--- src/rtl/packed_word_serializer.sv ---
// packed_word_serializer: splits one IN_W-bit word into ceil(IN_W/OUT_W) OUT_W-bit beats, LSB beat first, last beat zero-padded.
//   clock, reset   : rising-edge clock, synchronous active-high reset
//   in_valid/in_ready/in_bits    : packed word input handshake
//   out_valid/out_ready/out_bits : beat output handshake
//   out_last       : marks beat BEATS-1
//   PACKED_SER_PIPE_EN (define) : accept the next word during the last-beat handshake (adds out_ready->in_ready path)
module packed_word_serializer #(
  parameter int IN_W  = 126,
  parameter int OUT_W = 32,
  localparam int BEATS = (IN_W + OUT_W - 1) / OUT_W,
  localparam int CW    = $clog2(BEATS)
) (
  input  logic             clock,
  input  logic             reset,
  input  logic             in_valid,
  output logic             in_ready,
  input  logic [IN_W-1:0]  in_bits,
  output logic             out_valid,
  input  logic             out_ready,
  output logic [OUT_W-1:0] out_bits,
  output logic             out_last
);
  typedef enum logic {IDLE, SEND} state_t;
  state_t state;
  logic [IN_W-1:0] word;
  logic [CW-1:0] cnt;
  logic [BEATS*OUT_W-1:0] flat;
  logic [BEATS-1:0][OUT_W-1:0] pad;
  logic last_beat;
  always_comb begin
    flat = '0;
    flat[IN_W-1:0] = word;
  end
  assign pad       = flat;
  assign last_beat = cnt == CW'(BEATS - 1);
  assign out_valid = state == SEND;
  assign out_bits  = out_valid ? pad[cnt] : '0;
  assign out_last  = out_valid && last_beat;
`ifdef PACKED_SER_PIPE_EN
  assign in_ready = state == IDLE || (last_beat && out_ready && out_valid);
`else
  assign in_ready = state == IDLE;
`endif
  // a load wins over beat advance so the pipelined variant can chain words
  always_ff @(posedge clock) begin
    if (reset) begin
      state <= IDLE;
      word  <= '0;
      cnt   <= '0;
    end else if (in_valid && in_ready) begin
      state <= SEND;
      word  <= in_bits;
      cnt   <= '0;
    end else if (out_valid && out_ready) begin
      state <= last_beat ? IDLE : SEND;
      cnt   <= last_beat ? '0 : cnt + 1'b1;
    end
  end
endmodule

--- config.mk ---
export PLATFORM = sky130hd
export DESIGN_NAME = packed_word_serializer
export DESIGN_NICKNAME = d
export VERILOG_FILES = /design/src/rtl/packed_word_serializer.sv
export SDC_FILE = /design/constraint.sdc
export NUM_CORES = 1
export LEC_CHECK = 0
export CAP_MARGIN = 10
export CORE_UTILIZATION = 30
export CTS_BUF_LIST = sky130_fd_sc_hd__clkbuf_16
export CTS_CLUSTER_SIZE = 25
export DETAILED_ROUTE_END_ITERATION = 10
export PLACE_DENSITY = 0.65
export RECOVER_POWER = 100
export REMOVE_ABC_BUFFERS = 1
export SYNTH_ARGS = -nofsm -noshare
export SYNTH_HDL_FRONTEND = slang
export SYNTH_SLANG_ARGS = --single-unit
--- constraint.sdc ---
create_clock -name clock -period 1.5 [get_ports clock]
set_input_delay 0.375 -clock clock [delete_from_list [all_inputs] [get_ports clock]]
set_output_delay 0.375 -clock clock [all_outputs]
set_load 0.02 [all_outputs]
# Word-level counts from Yosys, hierarchy flattened
# Index checks and enable logic that the tools add are counted.
# op_classes
addsub	1
order_cmp	1
n_eq_ne	1
muxes	7
bitwise	1
reduce_logical	5
# op_table
cell	n
binary-select mux 32 bit (select 2 bit)	1
two-way mux 32 bit	2
logical AND 1 bit	3
less-than comparator 2 x 3 -> 1 bit, second input constant	1
two-way mux 1 bit	3
adder 2 x 1 -> 2 bit, second input constant	1
== test 2 bit, second input constant	1
two-way mux 2 bit	1
nonzero test 2 bit	1
OR reduction 2 bit	1
inverter 1 bit	1
# word_totals
reg_bits	129
input_bits	130
output_inout_bits	35
elab_cells	19

# Depth between registers and ports, before layout
# Gate-level depths: netlist (run 1).
# logic_depth
ltp_word	4
mapped_depth	6
depth_no_buf	3

# Worst setup path after synthesis (run 1)
# OpenSTA, ideal clock, no wires.
# synth_timing
path_type	flip-flop to output port
from	reg state (netlist: out_valid)
to	out out_bits[0]
arrival_ps	1412
required_time_ps	1125
setup_slack_ps	-287
path_stages_with_launch	4
path_buffers	1
cell_sequence	dfxtp_1 > or2b_1 > clkbuf_1 > o22ai_1
# synth_between
elab_chain_len	1
# synth_rtl
element	line	source
start: declaration	24	state_t state;
start signal: assignment	55	state <= last_beat ? IDLE : SEND;
two-way mux 32 bit	37	assign out_bits = out_valid ? pad[cnt] : '0;
end: declaration	20	output logic [OUT_W-1:0] out_bits,
# Every way passes these cells.

# Worst setup path after layout (run 1)
# layout_timing
from	reg cnt[0]
to	out out_bits[23]
# layout_between
elab_chain_len	3
# layout_rtl
element	line	source
start: declaration	26	logic [CW-1:0] cnt;
start signal: assignment	56	cnt <= last_beat ? '0 : cnt + 1'b1;
binary-select mux 32 bit (select 2 bit)	37	
two-way mux 32 bit (implied by the code)	37	
two-way mux 32 bit	37	
# Every way passes these cells. The select of a mux whose other input is x is not followed.

==> results of run 1 <==
==> cell usage in the layout, fill, tap and decap left out <==
cell type,synthesis,routed
nand2_1,253,252
clkdlybuf4s50_1,0,128
a21oi_1,128,127
dfxtp_1,129,127
mux2i_1,60,48
buf_4,7,36
clkbuf_16,0,19
o22ai_1,30,17
o22ai_2,0,13
buf_12,0,13
buf_6,5,10
mux2i_2,0,7
mux2i_4,0,5
a211oi_2,0,5
buf_2,17,5
clkinv_2,0,4
nand2b_4,0,3
clkinv_1,0,3
bufinv_16,0,3
nor2b_1,4,2
o21ai_0,2,2
inv_1,0,2
buf_8,0,2
inv_4,0,1
or2b_4,0,1
nand2_2,0,1
nor2b_2,0,1
and2_4,0,1
nor2b_4,0,1
nor2_1,1,1
or4b_1,1,1
a21oi_2,0,1
nand3_1,1,1
ha_1,1,1
clkinv_4,0,1
clkinvlp_4,0,1
dfxtp_4,0,1
dfxtp_2,0,1
==> what timing repair did <==
item,4_1_cts,5_1_grt
endpoints found under the setup margin,35,37
pin swaps,3,6
setup buffers,3,1
gates resized for setup,188,49
hold buffers,0,0
gates cloned,0,1
hold endpoints to repair,0,0
==> critical path, stage by stage (launching register included) <==
cell,delay [ns]
dfxtp_4,0.41
buf_12,0.14
clkbuf_16,0.14
mux2i_1,0.23
o22ai_2,0.12
buf_6,0.14
==> routing by layer <==
metal	part of all wire (%)	vias up
met2	48	119
met4	1.1	0
met3	5.2	12
li1	-	2580
met1	46	2330
met5	0	-
==> power groups by stage <==
| stage | registers [mW] | clock network (mW) | logic, mW |
|---|---|---|---|
| 6_report | 3.74 | 4.17 | 1.27 |
| 3_3_place_gp | 3.79 | 0 | 1.20 |
| 4_1_cts | 3.73 | 4.24 | 1.23 |
| 2_1_floorplan | 3.80 | 0 | 0.517 |
| 5_1_grt | 3.76 | 4.39 | 1.39 |
| 3_5_place_dp | 3.80 | 0 | 1.20 |
==> state kept, by name (all words and copies together) (netlist names) <==
name	flops
word	126
out_valid	1
cnt	2
==> metrics by stage <==
step,hold slack (ns),cell area (um^2)
floorplan,0.4257,5101
global placement,0.4406,7381
detailed placement,0.4458,7381
CTS,0.3153,7994
global route,0.3341,8230
finish,0.3233,8230
==> cells by family after synthesis <==
| kind of cell | share of synthesized area (%) |
|---|---|
| adders and majority gates | 0.2318 |
| DFF | 47.86 |
| and+or+nand+nor | 19.01 |
| AOI/OAI and AO/OA | 16.23 |
| buffers and inverters | 5.541 |
| muxes | 11.13 |
==> final cells by class <==
type,instances,area [um^2],share of cell area [%]
repair buffers,195,2004,24.35
flip-flops and latches,129,2587,31.44
well taps,225,281.5,3.420
clock inverters,14,145.1,1.763
inverters,1,6.256,0.07601
multi-input cells,491,2755,33.48
clock buffers,18,450.4,5.473
==> how the worst max path moves through the flow <==
| stage | end | slack, ns | depth (start not counted) |
|---|---|---|---|
| final | out_bits[23] | -0.47 | 5 |
| after global routing | out_bits[11] | -0.53 | 5 |
| after CTS | out_bits[15] | -0.47 | 5 |
| after detailed placement | out_bits[27] | -0.52 | 4 |
| after global placement | out_bits[27] | -0.50 | 4 |
| after floorplan | word[0]$_SDFFE_PP0P_ | -3.35 | 3 |
==> results.py, run 1 <==
metrics = {
    "run_status": {
        "status": "complete, but fails checks",
        "violations": "setup timing",
    },
    "cells_and_area": {
        "areaGrowthSynthToFinish_pct": 52.52,
        "fill_cells": 1737,
        "n_antenna_cell": 0,
        "drive_gt1_share_pct": 16.04,
        "final_util_pct": 47.26,
        "finalNonFillerCells": 1073,
        "fin_nets": 966,
    },
    "sta": {
        "fin_setup_tns_ns": -13.95,
        "hold_viol_final": 0,
        "worstMarginPinSlew_ns": 0.3044,
        "rsz0062_at_grt": "true",
        "slew_headroom_pct": 79.71,
        "maxSlewViolCount": 0,
        "fin_skew_ns": 0.006310,
        "max_freq_ghz": 0.5070,
        "min_period_over_period_pct": 131.5,
        "layout_min_cycle_time_ns": 1.972,
        "setup_violations": 34,
        "setup_ws_ns": -0.4723,
    },
    "global_route": {
        "grt_max_degree": 68,
        "grt_util_met3_pct": 3.915,
        "grt.met1_usage_pct": 21.09,
        "grt_pass1_vias": 4669,
        "grt_pass1_wl_um": 23430,
        "track_usage_pct": 16.29,
        "gr-usage-met2_pct": 26.17,
        "antenna_found_initial": 0,
        "grt-ovfl-total": 0,
        "busiest_layer": "met2",
    },
    "yosys": {
        "yosysMostFrequentCell": "nand2_1",
        "syn_area_um2": 5396,
        "synth.area.top_cells": "dfxtp_1 48%, nand2_1 18%, a21oi_1 12%",
        "async_flop_share_pct": 0,
        "syn_area_per_cell_um2": 7.971,
        "synth-seq-cells": 129,
        "synth_top_area_cell": "dfxtp_1",
        "synth_edf_count": 0,
        "synth_top_area_share_pct": 47.86,
        "synthCells": 677,
        "yosys_warnings": 0,
        "synthTopCellsByCount": "253 x nand2_1, 129 x dfxtp_1, 128 x a21oi_1, 60 x mux2i_1, 30 x o22ai_1",
        "synth_cell_types": 20,
        "ys_seq_area_share_pct": 47.86,
        "synth_flop_cell": "dfxtp_1",
    },
    "pwr": {
        "p_switching_mw": 2.192,
        "combPwrFrac_pct": 13.9,
        "p_clk_share_pct": 45.4,
        "p_seq_share_pct": 40.7,
        "p_total_mw": 9.173,
        "p_leak_nw": 2.986,
        "ir_worst_vdd_v": 0.0007871,
        "netSwitchingFraction_pct": 23.90,
        "p_per_area_nw_per_um2": 1115,
        "internal-power_mw": 6.981,
    },
    "min_path": {
        "holdPathStages": 2,
        "min-delay-start": "reset",
        "min-delay-path-class": "primary input to flip-flop",
        "holdPathEnd": "word[42]$_SDFFE_PP0P_",
    },
    "worst_setup_path": {
        "start_kind": "flip-flop",
        "critPathKind": "flip-flop to output port",
        "r2r_end": "cnt[0]$_SDFFE_PP0P_",
        "r2r_cells": 4,
        "crit_fanout": 5,
        "worstPathArrival_ns": 1.60,
        "end_kind": "output port",
        "reg2reg_setup_slack_ns": 0.04,
        "r2r_start": "cnt[0]$_SDFFE_PP0P_",
        "required_ns": 1.12,
        "crit_start": "cnt[0]$_SDFFE_PP0P_",
    },
    "drt": {
        "drt_iter0_drc": 225,
        "vias": 5041,
        "wl_per_cell_um": 14.20,
        "viasPerCell": 4.698,
        "ant_nets": 0,
        "first_pass_iters": 7,
        "wirelength_um": 15240,
        "drc_errors": 0,
    },
    "clock_network": {
        "cts_sinks": 129,
        "cts-buffers-inserted": 17,
        "cts_tree": "done",
        "clockBufferDepth": 2,
        "clkSlewWorstSetupHoldPaths_ns": 0.06,
        "root_buffer": "clkbuf_16",
        "h-tree-depth": 4,
        "clock_latency_ns": 0.41,
    },
    "die": {
        "start_util_pct": 30.98,
        "rows": 48,
        "coreArea_um2": 17420,
        "io-pin-count": 165,
        "design.die.area_um2": 18530,
        "dieHeight_um": 136.1,
        "dieWidth_um": 136.1,
    },
    "place": {
        "preCtsSetupSlack_ns": -0.5224,
        "dp.cells": 1037,
        "port_buffers": 164,
        "dp.final_hpwl_um": 9983,
        "place.gp.congestion": 0.7789,
    },
    "run": {
        "drv_cap": 0,
    },
}
No activity file was read; power rests on OpenSTA's default activity.
==> run 2: changes to the inputs <==
--- a/config.mk
+++ b/config.mk
@@ -5,12 +5,14 @@
 export SDC_FILE = /design/constraint.sdc
 export NUM_CORES = 1
 export LEC_CHECK = 0
+export ABC_AREA = 1
 export CAP_MARGIN = 10
-export CORE_UTILIZATION = 30
+export CORE_MARGIN = 4
+export CORE_UTILIZATION = 43
 export CTS_BUF_LIST = sky130_fd_sc_hd__clkbuf_16
 export CTS_CLUSTER_SIZE = 25
 export DETAILED_ROUTE_END_ITERATION = 10
-export PLACE_DENSITY = 0.65
+export PLACE_DENSITY = 0.84
 export RECOVER_POWER = 100
 export REMOVE_ABC_BUFFERS = 1
 export SYNTH_ARGS = -nofsm -noshare
==> results.py, run 2 <==
metrics = {
    "die": {
        "dieHeight_um": 123.1,
        "dieWidth_um": 123.1,
        "design.die.area_um2": 15140,
        "rows": 41,
        "coreArea_um2": 12770,
        "start_util_pct": 44.56,
        "io-pin-count": 165,
    },
    "yosys": {
        "synth_flop_cell": "dfxtp_1",
        "syn_area_per_cell_um2": 7.009,
        "syn_area_um2": 5692,
        "yosysMostFrequentCell": "a21oi_1",
        "synth.area.top_cells": "dfxtp_1 45%, a21oi_1 14%, nand2_1 8.6%",
        "async_flop_share_pct": 0,
        "ys_seq_area_share_pct": 45.37,
        "yosys_warnings": 0,
        "synth_cell_types": 16,
        "muxShareOfSynthArea_pct": 0,
        "synth-adder-area-share_pct": 0.2198,
        "synth_xor_area_share_pct": 0,
        "synthTopCellsByCount": "159 x a21oi_1, 131 x nand2_1, 129 x dfxtp_1, 129 x inv_1, 74 x o21ai_0",
        "synth_edf_count": 0,
        "synthCells": 812,
        "synth-seq-cells": 129,
        "synth_compound_area_share_pct": 25.15,
        "yosys.area_share.simple_pct": 14.79,
        "synth_top_family_by_area": "compound AO/OA/AOI/OAI gates",
        "synth_top_area_cell": "dfxtp_1",
        "synth_top_area_share_pct": 45.37,
    },
    "place": {
        "dp.cells": 1197,
        "port_buffers": 164,
        "dp.final_hpwl_um": 11190,
        "preCtsSetupSlack_ns": -0.4595,
        "place.gp.congestion": 0.8423,
    },
    "cells_and_area": {
        "finalNonFillerCells": 1234,
        "seq_area_um2": 2591,
        "n_antenna_cell": 0,
        "max_flop_register": "word",
        "fill_cells": 990,
        "final_cell_mix": "137 x a21oi_1, 132 x inv_1, 129 x clkdlybuf4s50_1",
        "layout_commonest_cell": "a21oi_1",
        "multiInputGateArea_um2": 2446,
        "drive_gt1_share_pct": 21.28,
        "fin_nets": 1181,
        "largest_reg_flops": 126,
        "areaGrowthSynthToFinish_pct": 58.19,
    },
    "drt": {
        "wirelength_um": 17230,
        "vias": 6057,
        "viasPerCell": 4.908,
        "ant_nets": 0,
        "drc_errors": 0,
        "first_pass_iters": 5,
        "wl_per_cell_um": 13.96,
        "drt_iter0_drc": 432,
    },
    "worst_setup_path": {
        "path_cells": "inv_8 > buf_12 > nand2_1 > nand3_1 > a21oi_2 > buf_4",
        "r2r_cells": 6,
        "reg2reg_setup_slack_ns": -0.02,
        "crit_fanout": 10,
        "r2r_end": "word[32]$_SDFFE_PP0P_",
        "cpMaxStageDelayCell": "dfxtp_4",
        "crit_start": "cnt[0]$_SDFFE_PP0P_",
        "critPathKind": "flip-flop to output port",
        "worstPathArrival_ns": 1.53,
        "max_stage_delay_ns": 0.41,
        "end_kind": "output port",
        "required_ns": 1.12,
        "start_kind": "flip-flop",
        "r2r_start": "out_valid$_SDFFE_PP0P_",
    },
    "sta": {
        "hold_viol_final": 0,
        "min_period_over_period_pct": 127.0,
        "rsz0062_at_grt": "true",
        "worstMarginPinSlew_ns": 0.4948,
        "setup_ws_ns": -0.4047,
        "maxSlewViolCount": 0,
        "max_freq_ghz": 0.5250,
        "slew_headroom_pct": 67.01,
        "layout_min_cycle_time_ns": 1.905,
        "setup_violations": 36,
        "fin_skew_ns": 0.007667,
    },
    "global_route": {
        "grt-ovfl-total": 0,
        "grt_pass1_wl_um": 26680,
        "track_usage_pct": 22.51,
        "grt_pass1_vias": 5752,
        "antenna_found_initial": 0,
        "grt_max_degree": 61,
    },
    "pwr": {
        "p_total_mw": 9.312,
        "internal-power_mw": 6.997,
        "p_clk_share_pct": 40.5,
        "p_per_area_nw_per_um2": 1034,
        "p_leak_nw": 3.886,
        "netSwitchingFraction_pct": 24.86,
        "p_seq_share_pct": 40.5,
        "p_switching_mw": 2.315,
        "combPwrFrac_pct": 19.1,
        "ir_worst_vdd_v": 0.0006577,
    },
    "min_path": {
        "holdPathEnd": "word[35]$_SDFFE_PP0P_",
        "min-delay-start": "word[35]$_SDFFE_PP0P_",
        "holdPathStages": 2,
        "min-delay-path-class": "flip-flop to flip-flop",
    },
    "run_status": {
        "status": "complete, but fails checks",
        "violations": "setup timing",
    },
    "clock_network": {
        "cts_sinks": 129,
        "cts-buffers-inserted": 17,
        "ctsHoldBuffers": 0,
        "clkSlewWorstSetupHoldPaths_ns": 0.05,
        "cts_tree": "done",
        "root_buffer": "clkbuf_16",
        "clock_latency_ns": 0.42,
        "clockBufferDepth": 2,
        "h-tree-depth": 4,
    },
    "run": {
        "drv_cap": 0,
    },
}
## run 2: metrics by stage
stage                     area [um^2]  setup TNS (ns)  util (%)  hold slack, ns
final                            9004          -11.85     70.49          0.4518
after global routing             9004          -20.11     70.49          0.4649
after CTS                        8945          -11.91     70.03          0.4521
after detailed placement         8227          -32.48     64.40          0.4441
after global placement           8227          -29.82     64.40          0.4379
after floorplan                  5360         -164.72         -          0.4313
## run 2: repair_timing
action                                  in CTS  in global routing
endpoints found under the setup margin      35                 34
cloned                                       3                  1
pin swaps                                    8                  6
buffers inserted                             2                  0
resized for setup                          225                 24
## run 2: layer usage
layer  up-vias  GRT usage [%]  share of wire (%)  routed length (um)
met3        41          5.901                7.6                1312
met2       220          37.65                 48                8341
met5         -              0                  0                   0
li1       3096              -                  -                   -
met4         0          10.52                3.1                 527
met1      2700          27.05                 41                7044
## run 2: final cells by class
cell class	instances	area share [%]
Clock buffer	17	4.725
Clock inverter	14	1.223
Timing Repair Buffer	283	30.06
Multi-Input combinational cell	488	27.17
Sequential cell	129	28.78
Tap cell	172	2.390
Inverter	131	5.656
## run 2: how the worst max path moves through the flow
stage / cells past startpoint / end
floorplan: 4 / out_bits[0]
global placement: 5 / out_last
detailed placement: 5 / out_last
CTS: 5 / out_bits[15]
global route: 6 / out_bits[2]
finish: 6 / out_bits[26]
## run 2: power groups by stage
stage | Clock (mW) | Combinational, mW | Sequential [mW]
2_1_floorplan | 0 | 0.727 | 3.84
3_3_place_gp | 0 | 1.67 | 3.83
3_5_place_dp | 0 | 1.70 | 3.84
4_1_cts | 3.85 | 1.76 | 3.77
5_1_grt | 4.00 | 1.95 | 3.79
6_report | 3.77 | 1.77 | 3.77
## run 2: cell families (layout without fill, tap and decap cells)
logic type,after synthesis,after routing
flip-flops,129,129
adder cells (fa/ha/maj),1,1
buffers and inverters,195,445
AND/OR/NAND/NOR,201,201
AO/OA/AOI/OAI,286,286
## run 2: worst max-delay path: cells and delay by family (launching register included)
kind / cells / cell delay (ns)
and+or+nand+nor: 2 / 0.17
AOI/OAI and AO/OA: 1 / 0.16
DFF: 1 / 0.41
buffers and inverters: 3 / 0.39
